<file path="src/rtl/countdown_timer_bcd.sv">
// countdown_timer_bcd: BCD MM:SS countdown engine with start/pause/resume.
// Ports: clk_100MHz, reset (sync, high), load + preset digits, start,
//   pause -> min_D1/min_D0/sec_D1/sec_D0 digits, running, done, expired.
module countdown_timer_bcd #(
  parameter int TICK_DIV = 100000000,
  parameter int CNT_W    = 27
) (
  input  logic       clk_100MHz,
  input  logic       reset,
  input  logic       load,
  input  logic [3:0] preset_min_D1,
  input  logic [3:0] preset_min_D0,
  input  logic [3:0] preset_sec_D1,
  input  logic [3:0] preset_sec_D0,
  input  logic       start,
  input  logic       pause,
  output logic [3:0] min_D1,
  output logic [3:0] min_D0,
  output logic [3:0] sec_D1,
  output logic [3:0] sec_D0,
  output logic       running,
  output logic       done,
  output logic       expired
);

  typedef enum logic [1:0] {
    IDLE,
    RUN,
    PAUSED,
    DONE
  } state_t;

  localparam logic [CNT_W-1:0] PRE_LAST =
    CNT_W'(TICK_DIV - 1);

  state_t           state_q, state_d;
  logic [CNT_W-1:0] pre_q, pre_d;
  logic [3:0]       m1_q, m1_d;
  logic [3:0]       m0_q, m0_d;
  logic [3:0]       s1_q, s1_d;
  logic [3:0]       s0_q, s0_d;
  logic             running_q, running_d;
  logic             done_q, done_d;
  logic             expired_q, expired_d;

  logic [3:0] m1_dec, m0_dec, s1_dec, s0_dec;
  logic       b0, b1, b2;
  logic       is_zero, dec_zero;

  function automatic logic [3:0] clamp(
    input logic [3:0] v,
    input logic [3:0] mx
  );
    return (v > mx) ? mx : v;
  endfunction

  // One-second decrement with BCD borrow chain.
  always_comb begin
    b0     = (s0_q == 4'd0);
    s0_dec = b0 ? 4'd9 : s0_q - 4'd1;
    b1     = b0 && (s1_q == 4'd0);
    s1_dec = s1_q;
    if (b0)
      s1_dec = (s1_q == 4'd0) ? 4'd5 : s1_q - 4'd1;
    b2     = b1 && (m0_q == 4'd0);
    m0_dec = m0_q;
    if (b1)
      m0_dec = (m0_q == 4'd0) ? 4'd9 : m0_q - 4'd1;
    m1_dec = m1_q;
    if (b2 && m1_q != 4'd0)
      m1_dec = m1_q - 4'd1;
    is_zero  = ({m1_q, m0_q, s1_q, s0_q} == 16'h0);
    dec_zero = ({m1_dec, m0_dec, s1_dec, s0_dec} == 16'h0);
  end

  always_comb begin
    state_d = state_q;
    pre_d   = pre_q;
    m1_d    = m1_q;
    m0_d    = m0_q;
    s1_d    = s1_q;
    s0_d    = s0_q;
    done_d  = 1'b0;
    if (load && state_q != RUN) begin
      m1_d    = clamp(preset_min_D1, 4'd9);
      m0_d    = clamp(preset_min_D0, 4'd9);
      s1_d    = clamp(preset_sec_D1, 4'd5);
      s0_d    = clamp(preset_sec_D0, 4'd9);
      state_d = IDLE;
      pre_d   = '0;
    end else begin
      unique case (state_q)
        IDLE: begin
          if (start && !is_zero) begin
            state_d = RUN;
            pre_d   = '0;
          end
        end
        RUN: begin
          if (pause) begin
            state_d = PAUSED;
          end else if (is_zero) begin
            state_d = DONE;
          end else if (pre_q == PRE_LAST) begin
            pre_d = '0;
            m1_d  = m1_dec;
            m0_d  = m0_dec;
            s1_d  = s1_dec;
            s0_d  = s0_dec;
            if (dec_zero) begin
              state_d = DONE;
              done_d  = 1'b1;
            end
          end else begin
            pre_d = pre_q + 1'b1;
          end
        end
        PAUSED: begin
          // Prescaler is kept so resume continues the partial second.
          if (start)
            state_d = RUN;
        end
        DONE: begin
          state_d = DONE;
        end
        default: state_d = IDLE;
      endcase
    end
    running_d = (state_d == RUN);
    expired_d = (state_d == DONE);
  end

  always_ff @(posedge clk_100MHz) begin
    if (reset) begin
      state_q   <= IDLE;
      pre_q     <= '0;
      m1_q      <= 4'd0;
      m0_q      <= 4'd0;
      s1_q      <= 4'd0;
      s0_q      <= 4'd0;
      running_q <= 1'b0;
      done_q    <= 1'b0;
      expired_q <= 1'b0;
    end else begin
      state_q   <= state_d;
      pre_q     <= pre_d;
      m1_q      <= m1_d;
      m0_q      <= m0_d;
      s1_q      <= s1_d;
      s0_q      <= s0_d;
      running_q <= running_d;
      done_q    <= done_d;
      expired_q <= expired_d;
    end
  end

  assign min_D1  = m1_q;
  assign min_D0  = m0_q;
  assign sec_D1  = s1_q;
  assign sec_D0  = s0_q;
  assign running = running_q;
  assign done    = done_q;
  assign expired = expired_q;

endmodule

</file>
<file path="config.mk">
export PLATFORM = sky130hd
export DESIGN_NAME = countdown_timer_bcd
export DESIGN_NICKNAME = d
export VERILOG_FILES = /design/src/rtl/countdown_timer_bcd.sv
export SDC_FILE = /design/constraint.sdc
export NUM_CORES = 1
export LEC_CHECK = 0
export ABC_AREA = 1
export CELL_PAD_IN_SITES_DETAIL_PLACEMENT = 0
export CELL_PAD_IN_SITES_GLOBAL_PLACEMENT = 1
export CORE_MARGIN = 2
export CORE_UTILIZATION = 30
export DETAILED_ROUTE_END_ITERATION = 8
export GPL_ROUTABILITY_DRIVEN = 0
export PLACE_DENSITY = 0.64
export SETUP_SLACK_MARGIN = 0.5
export SYNTH_ARGS = -nofsm -noshare
export SYNTH_HDL_FRONTEND = slang
export SYNTH_SLANG_ARGS = --single-unit
</file>
<file path="constraint.sdc">
create_clock -name clk_100MHz -period 1.7 [get_ports clk_100MHz]
set_input_delay 0.51 -clock clk_100MHz [delete_from_list [all_inputs] [get_ports clk_100MHz]]
set_output_delay 0.51 -clock clk_100MHz [all_outputs]
set_load 0.005 [all_outputs]
</file>
==> flow_metrics.env, run 1 <==
export IMPL_synthSimpleGateAreaFrac=0.395
export IMPL_tightest_slew_ns=0.341
export IMPL_cts_sinks=48
export IMPL_cts_path_max_buffers=2
export IMPL_setup_viol=35
export IMPL_slew_headroom=0.772
export IMPL_rows=36
export IMPL_cts_htree_levels=2
export IMPL_wl_met2_um=4920
export IMPL_avgRoutedWirePerCell_um=13.5
export IMPL_critPathMostFrequentCell="nand2_4"
export IMPL_dieArea_um2=10900
export IMPL_antenna_cells=0
export IMPL_critPathKind="reg2reg"
export IMPL_clk_latency_ns=0.30
export IMPL_dp_hpwl_um=7570
export IMPL_netlist_cell_type_count=45
export IMPL_multi_input_area_um2=2210
export IMPL_hold_viol=0
export IMPL_synth_top_family_by_area="simple AND/OR/NAND/NOR gates"
export IMPL_nFillCells=947
export IMPL_finalCriticalPeriod_ns=1.78
export IMPL_vias=3566
export IMPL_slew_viol_final=0
export IMPL_power_leakage_nw=2.15
export IMPL_place_area_um2=4300
export IMPL_synth_area_um2=3020
export IMPL_cts_tree="built"
export IMPL_setup_tns_ns=-1.47
export IMPL_hold_class="reg2reg"
export IMPL_synthFlopType="dfxtp_1"
export IMPL_reg2reg_from="sec_D1[2]$_SDFFE_PP0P_"
export IMPL_slowest_stage="dfxtp_2"
export IMPL_area_growth_pct=71.2
export IMPL_ys_async_sr_fraction=0
export IMPL_worst_ep_required_time_ns=1.95
export IMPL_synth_xor_xnor_area_share=0.0232
export IMPL_numCtsBuffers=5
export IMPL_wl_met1_um=4870
export IMPL_cp_arrival_ns=2.03
export IMPL_post_route_period_util=1.05
export IMPL_viasPerCell=4.70
export IMPL_dieWidth_um=104
export IMPL_ys_warn_count=0
export IMPL_powerDensity_nw_per_um2=632
export IMPL_grt_use_total=0.190
export IMPL_synth_edf_count=0
export IMPL_critPathMaxFanout=8
export IMPL_ir_worst_vdd_uv=362
export IMPL_violations="setup timing"
export IMPL_cp_start_kind="flop"
export IMPL_dr_first_iter_drc_count=111
export IMPL_firstDrtPassIters=4
export IMPL_grt_setup_unrepaired="true"
export IMPL_worst_path_largest_cell_delay_ns=0.35
export IMPL_grt_overflow=0
export IMPL_power_w=0.00327
export IMPL_syn_inst=466
export IMPL_fin_nets=648
export IMPL_clk_pin_slew_ns=0.10
export IMPL_synthAdderAreaFrac=0.0124
export IMPL_yosys_mux_area_fraction=0
export IMPL_pin_count=40
export IMPL_endpoint_kind="flop"
export IMPL_wl_um=10200
export IMPL_fmax_ghz=0.561
export IMPL_grt_max_degree=18
export IMPL_max_cap_viol_count=0
export IMPL_io_buffers=39
export IMPL_hp_start="pre_q[25]$_SDFFE_PP0P_"
export IMPL_ys_ff_latch=48
export IMPL_seqCellArea_um2=992
export IMPL_initial_core_util=0.309
export IMPL_grt_pass1_wl_um=17100
export IMPL_skew_ns=0.0124
export IMPL_design_area_um2=5170
export IMPL_pre_cts_ws_ns=-0.413
export IMPL_status="finished with violations"
export IMPL_ant_nets=0
export IMPL_wl_met3_um=336
export IMPL_die_y_um=104
export IMPL_crit_path_start="sec_D1[2]$_SDFFE_PP0P_"
export IMPL_drive_above_1_share=0.459
export IMPL_synth_compound_area_frac=0.156
export IMPL_finalWorstSetupSlack_ns=-0.0829
export IMPL_syn_avg_cell_area_um2=6.48
export IMPL_ys_seq_area_frac=0.318
export IMPL_core_area_um2=9770
export IMPL_antenna_found_initial=0
export IMPL_syn_nets=490
export IMPL_highest_layer="met4"
export IMPL_cp_cell_sequence="nor2_4 -> nand2_4 -> nor2_8 -> nand4_4 -> nand2_4 -> nand2_8 -> o21ai_4 -> buf_12 -> nand2_2 -> a21oi_2"
export IMPL_drcViolationCount=0
export IMPL_grt_pass1_vias=3542
export IMPL_cts_root_buf="clkbuf_8"
layer usage:
metal | vias up | GRT usage
met4 | 0 | 0.0386
met1 | 1647 | 0.254
met2 | 63 | 0.327
met3 | 9 | 0.0251
li1 | 1847 | -
met5 | - | 0
area by class of cell:
class / count / area share
clock buffers: 6 / 0.0140
clock inverters: 2 / 0.00678
inverters: 59 / 0.0443
multi-input cells: 349 / 0.427
flip-flops and latches: 48 / 0.192
well taps: 133 / 0.0322
repair buffers: 161 / 0.284
power breakdown:
part | switching (W) | leakage (nW) | internal (W)
Sequential | 0.0000426 | 0.399 | 0.00118
Combinational | 0.000591 | 1.69 | 0.000609
Clock | 0.000410 | 0.0552 | 0.000438
Total | 0.00104 | 2.15 | 0.00222
critical path: cells and delay by family (launching register included):
| kind | cells | cell delay (ns) |
|---|---|---|
| buffers and inverters | 1 | 0.19 |
| AND/OR/NAND/NOR | 7 | 0.85 |
| flip-flops | 1 | 0.35 |
| AO/OA/AOI/OAI | 2 | 0.33 |
synthesized netlist by cell type, types with 3 or more instances:
library cell	count	area, um^2
nand2_1	112	420
nor2_1	63	236
inv_1	52	195
dfxtp_1	48	961
nand3_1	29	145
o21ai_0	29	145
a21oi_1	22	110
nand4_1	18	113
nor3_1	15	75.1
xor2_1	7	61.3
inv_2	6	22.5
a31oi_1	5	31.3
nand2_2	5	31.3
o21ai_1	5	25.0
a21oi_2	4	35.0
clkbuf_1	4	15.0
buf_6	3	33.8
ha_1	3	37.5
nor2_2	3	18.8
sequential cells by signal, summed over array words and instances (netlist names):
signal   cells
sec_D1       4
done         1
pre_q       27
running      1
state_q      2
min_D1       4
expired      1
min_D0       4
sec_D0       4
final timing paths:
path,endpoint,slack [ns],cells after the start
worst max register to register,pre_q[4]$_SDFFE_PP0P_,-0.08,10
worst min-delay path,pre_q[25]$_SDFFE_PP0P_,0.50,2
worst max-delay path,pre_q[4]$_SDFFE_PP0P_,-0.08,10
worst min register to register,pre_q[25]$_SDFFE_PP0P_,0.50,2
stage by stage:
| stage | hold WS (ns) | instances | util |
|---|---|---|---|
| after floorplan | 0.466 | 466 | - |
| after global placement | 0.479 | 717 | 0.440 |
| after detailed placement | 0.483 | 717 | 0.440 |
| after CTS | 0.502 | 747 | 0.500 |
| after global routing | 0.535 | 758 | 0.529 |
| final | 0.499 | 758 | 0.529 |
kinds of logic (layout without fill, tap and decap cells):
| group | count (synthesis) | after routing |
|---|---|---|
| and+or+nand+nor | 260 | 260 |
| AOI/OAI and AO/OA | 78 | 78 |
| buffers and inverters | 69 | 228 |
| DFF | 48 | 48 |
| xor gates and xnor gates | 8 | 8 |
| adders and majority gates | 3 | 3 |
layout by cell type, fill, tap and decap left out, types with 5 or more instances in the layout:
cell / instances
dfxtp_1: 27
buf_4: 87
nand2_1: 86
buf_6: 50
nand2_4: 10
clkbuf_8: 5
nand4_1: 18
clkdlybuf4s50_1: 19
nor3_2: 6
o21ai_2: 9
nor2_1: 44
o21ai_1: 7
a31oi_1: 5
nor2_2: 12
nor3_1: 9
o21ai_0: 15
xor2_1: 7
a21oi_2: 15
nor2_4: 12
inv_2: 6
a21oi_1: 11
nand2_2: 22
nand3_1: 23
dfxtp_2: 19
o21ai_4: 5
inv_1: 51
what timing repair did:
action	4_1_cts	5_1_grt
pin swaps	23	15
endpoints found under the setup margin	67	67
resized for setup	198	53
gates cloned	2	0
setup buffers	20	11
hold buffers	0	0
Note: power is estimated with default switching activity, not from simulation.
==> run 2, diff against run 1 <==
clock period = 1.6 ns   (was 1.7 ns; I/O delays follow)
==> run 2 against run 1 <==
The flow still finishes with violations (setup timing). Routed wire length increased by 0.56%. Flip-flop and latch count unchanged. Sequential share of layout area increased by 0.57 points. Cell area decreased by 1.9%. Global-route usage decreased by 0.092 points. Highest routed layer unchanged.
==> flow_metrics.env, run 2 (same netlist as run 1, synthesis figures left out) <==
export IMPL_dieArea_um2=10900
export IMPL_grt_setup_unrepaired="true"
export IMPL_grt_use_total=0.190
export IMPL_dieWidth_um=104
export IMPL_final_common_cell="buf_4"
export IMPL_antenna_cells=0
export IMPL_critPathKind="reg2reg"
export IMPL_r2r_cells=10
export IMPL_seqPwrFrac=0.392
export IMPL_avgRoutedWirePerCell_um=13.5
export IMPL_grt_pass1_wl_um=16900
export IMPL_cts_htree_levels=2
export IMPL_pwr_share_clk=0.246
export IMPL_p_switching_w=0.00110
export IMPL_numCtsBuffers=5
export IMPL_critPathMostFrequentCell="nand2_4"
export IMPL_rows=36
export IMPL_grt_overflow=0
export IMPL_intPower_w=0.00220
export IMPL_cp_start_kind="flop"
export IMPL_fin_nets=654
export IMPL_violations="setup timing"
export IMPL_initial_core_util=0.309
export IMPL_slew_viol_final=0
export IMPL_cts_path_max_buffers=2
export IMPL_top_register="pre_q"
export IMPL_core_area_um2=9770
export IMPL_timing_hold_ws_ns=0.520
export IMPL_hold_depth=2
export IMPL_tightest_slew_ns=0.348
export IMPL_drcViolationCount=0
export IMPL_ir_worst_vdd_uv=300
export IMPL_whs_endpoint="pre_q[25]$_SDFFE_PP0P_"
export IMPL_slew_headroom=0.767
export IMPL_ant_nets=0
export IMPL_dp_hpwl_um=7680
export IMPL_clk_pin_slew_ns=0.11
export IMPL_grt_pass1_vias=3527
export IMPL_largest_reg_flops=27
export IMPL_vias=3588
export IMPL_cts_sinks=48
export IMPL_final_cell_mix="buf_4 (99), nand2_1 (97), inv_1 (50), nor2_1 (46), buf_6 (44)"
export IMPL_skew_ns=0.0175
export IMPL_firstDrtPassIters=4
export IMPL_io_buffers=39
export IMPL_cp_cell_sequence="nor2_4 -> nand2_4 -> nor2_8 -> nand4_4 -> nand2_4 -> nand2_8 -> o21ai_4 -> buf_6 -> nand2_1 -> a31oi_2"
export IMPL_switching_share=0.333
export IMPL_r2r_end="pre_q[14]$_SDFFE_PP0P_"
export IMPL_status="finished with violations"
export IMPL_r2r_setup_slack_ns=-0.19
export IMPL_area_growth_pct=67.9
export IMPL_post_route_period_util=1.12
export IMPL_worst_ep_required_time_ns=1.85
export IMPL_die_y_um=104
export IMPL_cts_tree="built"
export IMPL_dpl_cell_count=736
export IMPL_cts_root_buf="clkbuf_8"
export IMPL_max_cap_viol_count=0
export IMPL_wl_um=10300
export IMPL_fin_cells=764
export IMPL_hp_start="pre_q[25]$_SDFFE_PP0P_"
export IMPL_hold_class="reg2reg"
export IMPL_dr_first_iter_drc_count=101
export IMPL_endpoint_kind="flop"
export IMPL_setup_viol=46
export IMPL_powerDensity_nw_per_um2=650
export IMPL_reg2reg_from="sec_D1[3]$_SDFFE_PP0P_"
export IMPL_holdBufCountCts=0
export IMPL_cp_arrival_ns=2.03
export IMPL_grt_max_degree=18
export IMPL_combPwrFrac=0.362
export IMPL_fmax_ghz=0.560
export IMPL_finalCriticalPeriod_ns=1.79
export IMPL_viasPerCell=4.70
export IMPL_finalWorstSetupSlack_ns=-0.185
export IMPL_worst_path_buf_inv=1
export IMPL_nFillCells=1005
export IMPL_clk_latency_ns=0.31
export IMPL_critPathMaxFanout=8
export IMPL_drive_above_1_share=0.434
export IMPL_path_delay_family="simple AND/OR/NAND/NOR gates"
export IMPL_hold_viol=0
export IMPL_antenna_found_initial=0
export IMPL_slowest_stage="dfxtp_2"
export IMPL_pin_count=40
export IMPL_power_leakage_nw=2.11
export IMPL_pre_cts_ws_ns=-0.456
export IMPL_worst_path_largest_cell_delay_ns=0.35
run 2: changes by cell type in the layout (fill, tap and decap cells not counted), sizes merged:
cell	change
bufinv	-1
clkinvlp	+2
dlygate4sd2	-1
clkdlybuf4s50	+1
buf	+6
clkinv	-1
run 2: area by class of cell:
cell class	instances	area, um^2	area share
Tap cell	133	166	0.0328
Clock buffer	6	82.6	0.0163
Inverter	59	229	0.0452
Clock inverter	2	15.0	0.00296
Multi-Input combinational cell	349	2100	0.414
Sequential cell	48	1000	0.198
Timing Repair Buffer	167	1470	0.291
run 2: worst register-to-register path: stages (launching register included):
cell     delay, ns
dfxtp_2       0.35
nor2_4        0.14
nand2_4       0.08
nor2_8        0.16
nand4_4       0.18
nand2_4       0.16
nand2_8       0.08
o21ai_4       0.21
buf_6         0.16
nand2_1       0.06
a31oi_2       0.12
run 2: per-layer routing:
layer	vias up	GRT usage	wire, um
li1	1861	-	-
met3	7	0.0201	255
met2	49	0.327	5030
met1	1671	0.256	4910
met5	-	0	0
met4	0	0.0367	84
run 2: per-stage QoR:
step           power, W  utilization  cell area (um^2)  TNS [ns]
2_1_floorplan   0.00181            -              3140    -0.683
3_3_place_gp    0.00230        0.455              4440    -14.73
3_5_place_dp    0.00230        0.455              4440    -15.42
4_1_cts         0.00326        0.498              4870     -4.96
5_1_grt         0.00349        0.519              5070     -9.83
6_report        0.00330        0.519              5070     -4.84
run 2: worst max-delay path by stage:
| stage | start | end | slack [ns] | cells past startpoint |
|---|---|---|---|---|
| 6_report | sec_D1[3]$_SDFFE_PP0P_ | pre_q[14]$_SDFFE_PP0P_ | -0.19 | 10 |
| 5_1_grt | pre_q[1]$_SDFFE_PP0P_ | min_D0[2]$_SDFFE_PP0P_ | -0.28 | 12 |
| 4_1_cts | min_D0[3]$_SDFFE_PP0P_ | min_D0[3] | -0.16 | 2 |
| 3_5_place_dp | start | pre_q[19]$_SDFFE_PP0P_ | -0.46 | 8 |
| 3_3_place_gp | start | pre_q[19]$_SDFFE_PP0P_ | -0.45 | 8 |
| 2_1_floorplan | pre_q[0]$_SDFFE_PP0P_ | min_D1[3]$_SDFFE_PP0P_ | -0.11 | 13 |
run 2: power groups by stage:
| stage | Combinational [W] | Sequential, W | Clock [W] |
|---|---|---|---|
| CTS | 0.00113 | 0.00129 | 0.000834 |
| global route | 0.00130 | 0.00130 | 0.000889 |
| floorplan | 0.000482 | 0.00133 | 0 |
| detailed placement | 0.000994 | 0.00130 | 0 |
| finish | 0.00119 | 0.00129 | 0.000810 |
| global placement | 0.000992 | 0.00130 | 0 |
run 2: timing repair:
item | 4_1_cts | 5_1_grt
resized for setup | 162 | 52
setup endpoints to repair | 67 | 67
setup buffers | 12 | 6
pin swaps | 14 | 11
cloned | 2 | 0
==> RTL edit, RTL diff (settings of run 2) <==
Reset style: asynchronous (`reset`), changed in one clocked block. Comments in the files are not updated.
--- a/src/rtl/countdown_timer_bcd.sv
+++ b/src/rtl/countdown_timer_bcd.sv
@@ -130,7 +130,7 @@
     expired_d = (state_d == DONE);
   end
 
-  always_ff @(posedge clk_100MHz) begin
+  always_ff @(posedge clk_100MHz or posedge reset) begin
     if (reset) begin
       state_q   <= IDLE;
       pre_q     <= '0;
Function: differs if reset is asserted again (counterexample within 4 cycles, from zero or initial values and one cycle with reset high); with reset held inactive, the same outputs for 10 cycles.
==> RTL edit against run 2 <==
The flow still finishes with violations (setup timing); wire length grew 15%; critical endpoint is now pre_q[14]; first-iteration DRC count increased by 57%; setup slack lost 0.099 ns; synthesized area up 12%; die area grew 11%; cell area rose by 16%; largest cell class unchanged; sequential cell count unchanged.
Power is not compared: it rests on default switching activity, and its combinational part moved more than twofold at a synthesized area within 25%.
==> RTL edit: results (changes against run 2) <==
Status
  – Status: finished with violations (unchanged)
  – Failing checks: setup timing (unchanged)

Worst setup path
  – CP max FO: 6 (was 8)
  – CP Data Arrival Time: 2.08 ns (was 2.03 ns)
  – RR Endpoint: pre_q[14] (unchanged)
  – Reg2reg path depth: 12 (was 10)
  – Setup CP Type: flip-flop to flip-flop (unchanged)
  – Worst path max stage delay: 0.40 ns (was 0.35 ns)
  – Worst r2r src: sec_D1[2] (was sec_D1[3])
  – Worst path slowest cell: dfrtp_1 (was dfxtp_2)

CTS
  – Clock Tree Root: clkbuf_16 (was clkbuf_8)
  – Clock slew seen by the registers of the worst setup and hold paths: 0.07 ns (was 0.11 ns)
  – Total CTS buffers: 5 (unchanged)

Placement
  – DP HPWL: 8020 um (was 7680 um)
  – I/O Buffers: 39 (unchanged)
  – Dpl cells: 786 (was 736)

Synth
  – Post-synth net total: 522 (was 490)
  – Sequential share of the synthesized area: 0.356 (was 0.318)
  – Most common library cells after synthesis: nand2_1, nor2_1, inv_1 (unchanged)
  – Ys async rst share: 1.00 (was 0)
  – Synth Warn #: 0 (unchanged)
  – Syn Inst Count: 498 (was 466)
  – Synth Area in Adders: 0.0111 (was 0.0124)
  – Synth Flop Type: dfrtp_1 (was dfxtp_1)
  – Netlist cell types: 37 (was 45)
  – Top cells by area, synth: dfrtp_1, nand2_1, nand3_1, nor2_1, inv_1 (was dfxtp_1, nand2_1, nor2_1, inv_1, nand3_1)
  – Post-synthesis xor/xnor area fraction: 0.0493 (was 0.0232)

Finish
  – Antenna diode count: 0 (unchanged)
  – Fill count: 1063 (was 1005)
  – Layout cells sized above 1: 0.419 (was 0.434)
  – Largest register FFs: 27 (unchanged)
  – Final cell count without fillers: 828 (was 764)

Timing
  – Setup Skew: 0.00481 ns (was 0.0175 ns)
  – Setup TNS: -10.36 ns (was -4.84 ns)
  – Slew margin rel.: 0.693 (was 0.767)
  – Worst setup margin: -0.284 ns (was -0.185 ns)
  – Final setup viols: 50 (was 46)
  – Hold slack final: 0.551 ns (was 0.520 ns)

Min path
  – Hold Startpoint: pre_q[19] (was pre_q[25])
  – WHS Endpoint: pre_q[19] (was pre_q[25])

Drt
  – Number of detailed-route iterations in the first pass: 4 (unchanged)
  – 1st-iter DRT viols: 159 (was 101)
  – Ratio of routed vias to standard cells: 4.78 (was 4.70)
  – Total routed wirelength: 11800 um (was 10300 um)

GRT
  – Vias in the first global route: 4061 (was 3527)
  – First-pass GRT wire length: 19400 um (was 16900 um)
  – GRT Util Overall: 0.209 (was 0.190)
  – Largest net degree at the start of global routing: 49 (was 18)
[RTL edit: cell count changes after synthesis, moves of 3 or more]
cell	run 2	this run
dfrtp_1	0	48
dfxtp_1	48	0
nand3_1	29	51
a21oi_1	22	10
nand2_1	112	123
o21ai_1	5	15
xor2_1	7	17
inv_1	52	58
a21oi_2	4	0
a31oi_1	5	1
nand4_1	18	14
o21ai_0	29	33
inv_2	6	3
[RTL edit: worst max-delay path: cells and delay by family (launching register included)]
kind                   cells  cell delay [ns]
AND/OR/NAND/NOR            9             0.98
flip-flops                 1             0.40
buffers and inverters      3             0.37
[RTL edit: per-stage QoR]
step | worst slack, ns | instance area, um2
6_report | -0.284 | 5900
5_1_grt | -0.397 | 5900
4_1_cts | -0.242 | 5640
3_5_place_dp | -0.350 | 4890
3_3_place_gp | -0.316 | 4890
2_1_floorplan | -0.0330 | 3460
[RTL edit: cells by family (layout without fill, tap and decap cells)]
kind of cell,count (synthesis),after routing
XOR/XNOR,19,19
AND/OR/NAND/NOR,287,287
adder cells (fa/ha/maj),3,3
flip-flops,48,48
AO/OA/AOI/OAI,68,68
buffers and inverters,73,263
[RTL edit: area by class of cell]
type                       instances  area, um2  share of cell area
multi-input combinational        377       2280               0.386
timing repair buffer             194       1850               0.313
sequential                        48       1200               0.203
inverter                          61        260              0.0441
tap                              140        175              0.0297
clock buffer                       6        129              0.0218
timing repair inverter             1       8.76             0.00148
clock inverter                     1       5.00            0.000848
[RTL edit: repair_timing]
action	in CTS	in global routing
hold buffers	0	0
endpoints found under the setup margin	67	67
setup buffers	23	5
pin swaps	15	10
resized for setup	168	77
gates cloned	7	0
[RTL edit: metal layers]
layer  vias up  track usage  wire length [um]
li1       2011            -                 -
met1      1861        0.260              5210
met2        73        0.370              5930
met3        13       0.0312               452
met4         0       0.0696               218
met5         -            0                 0
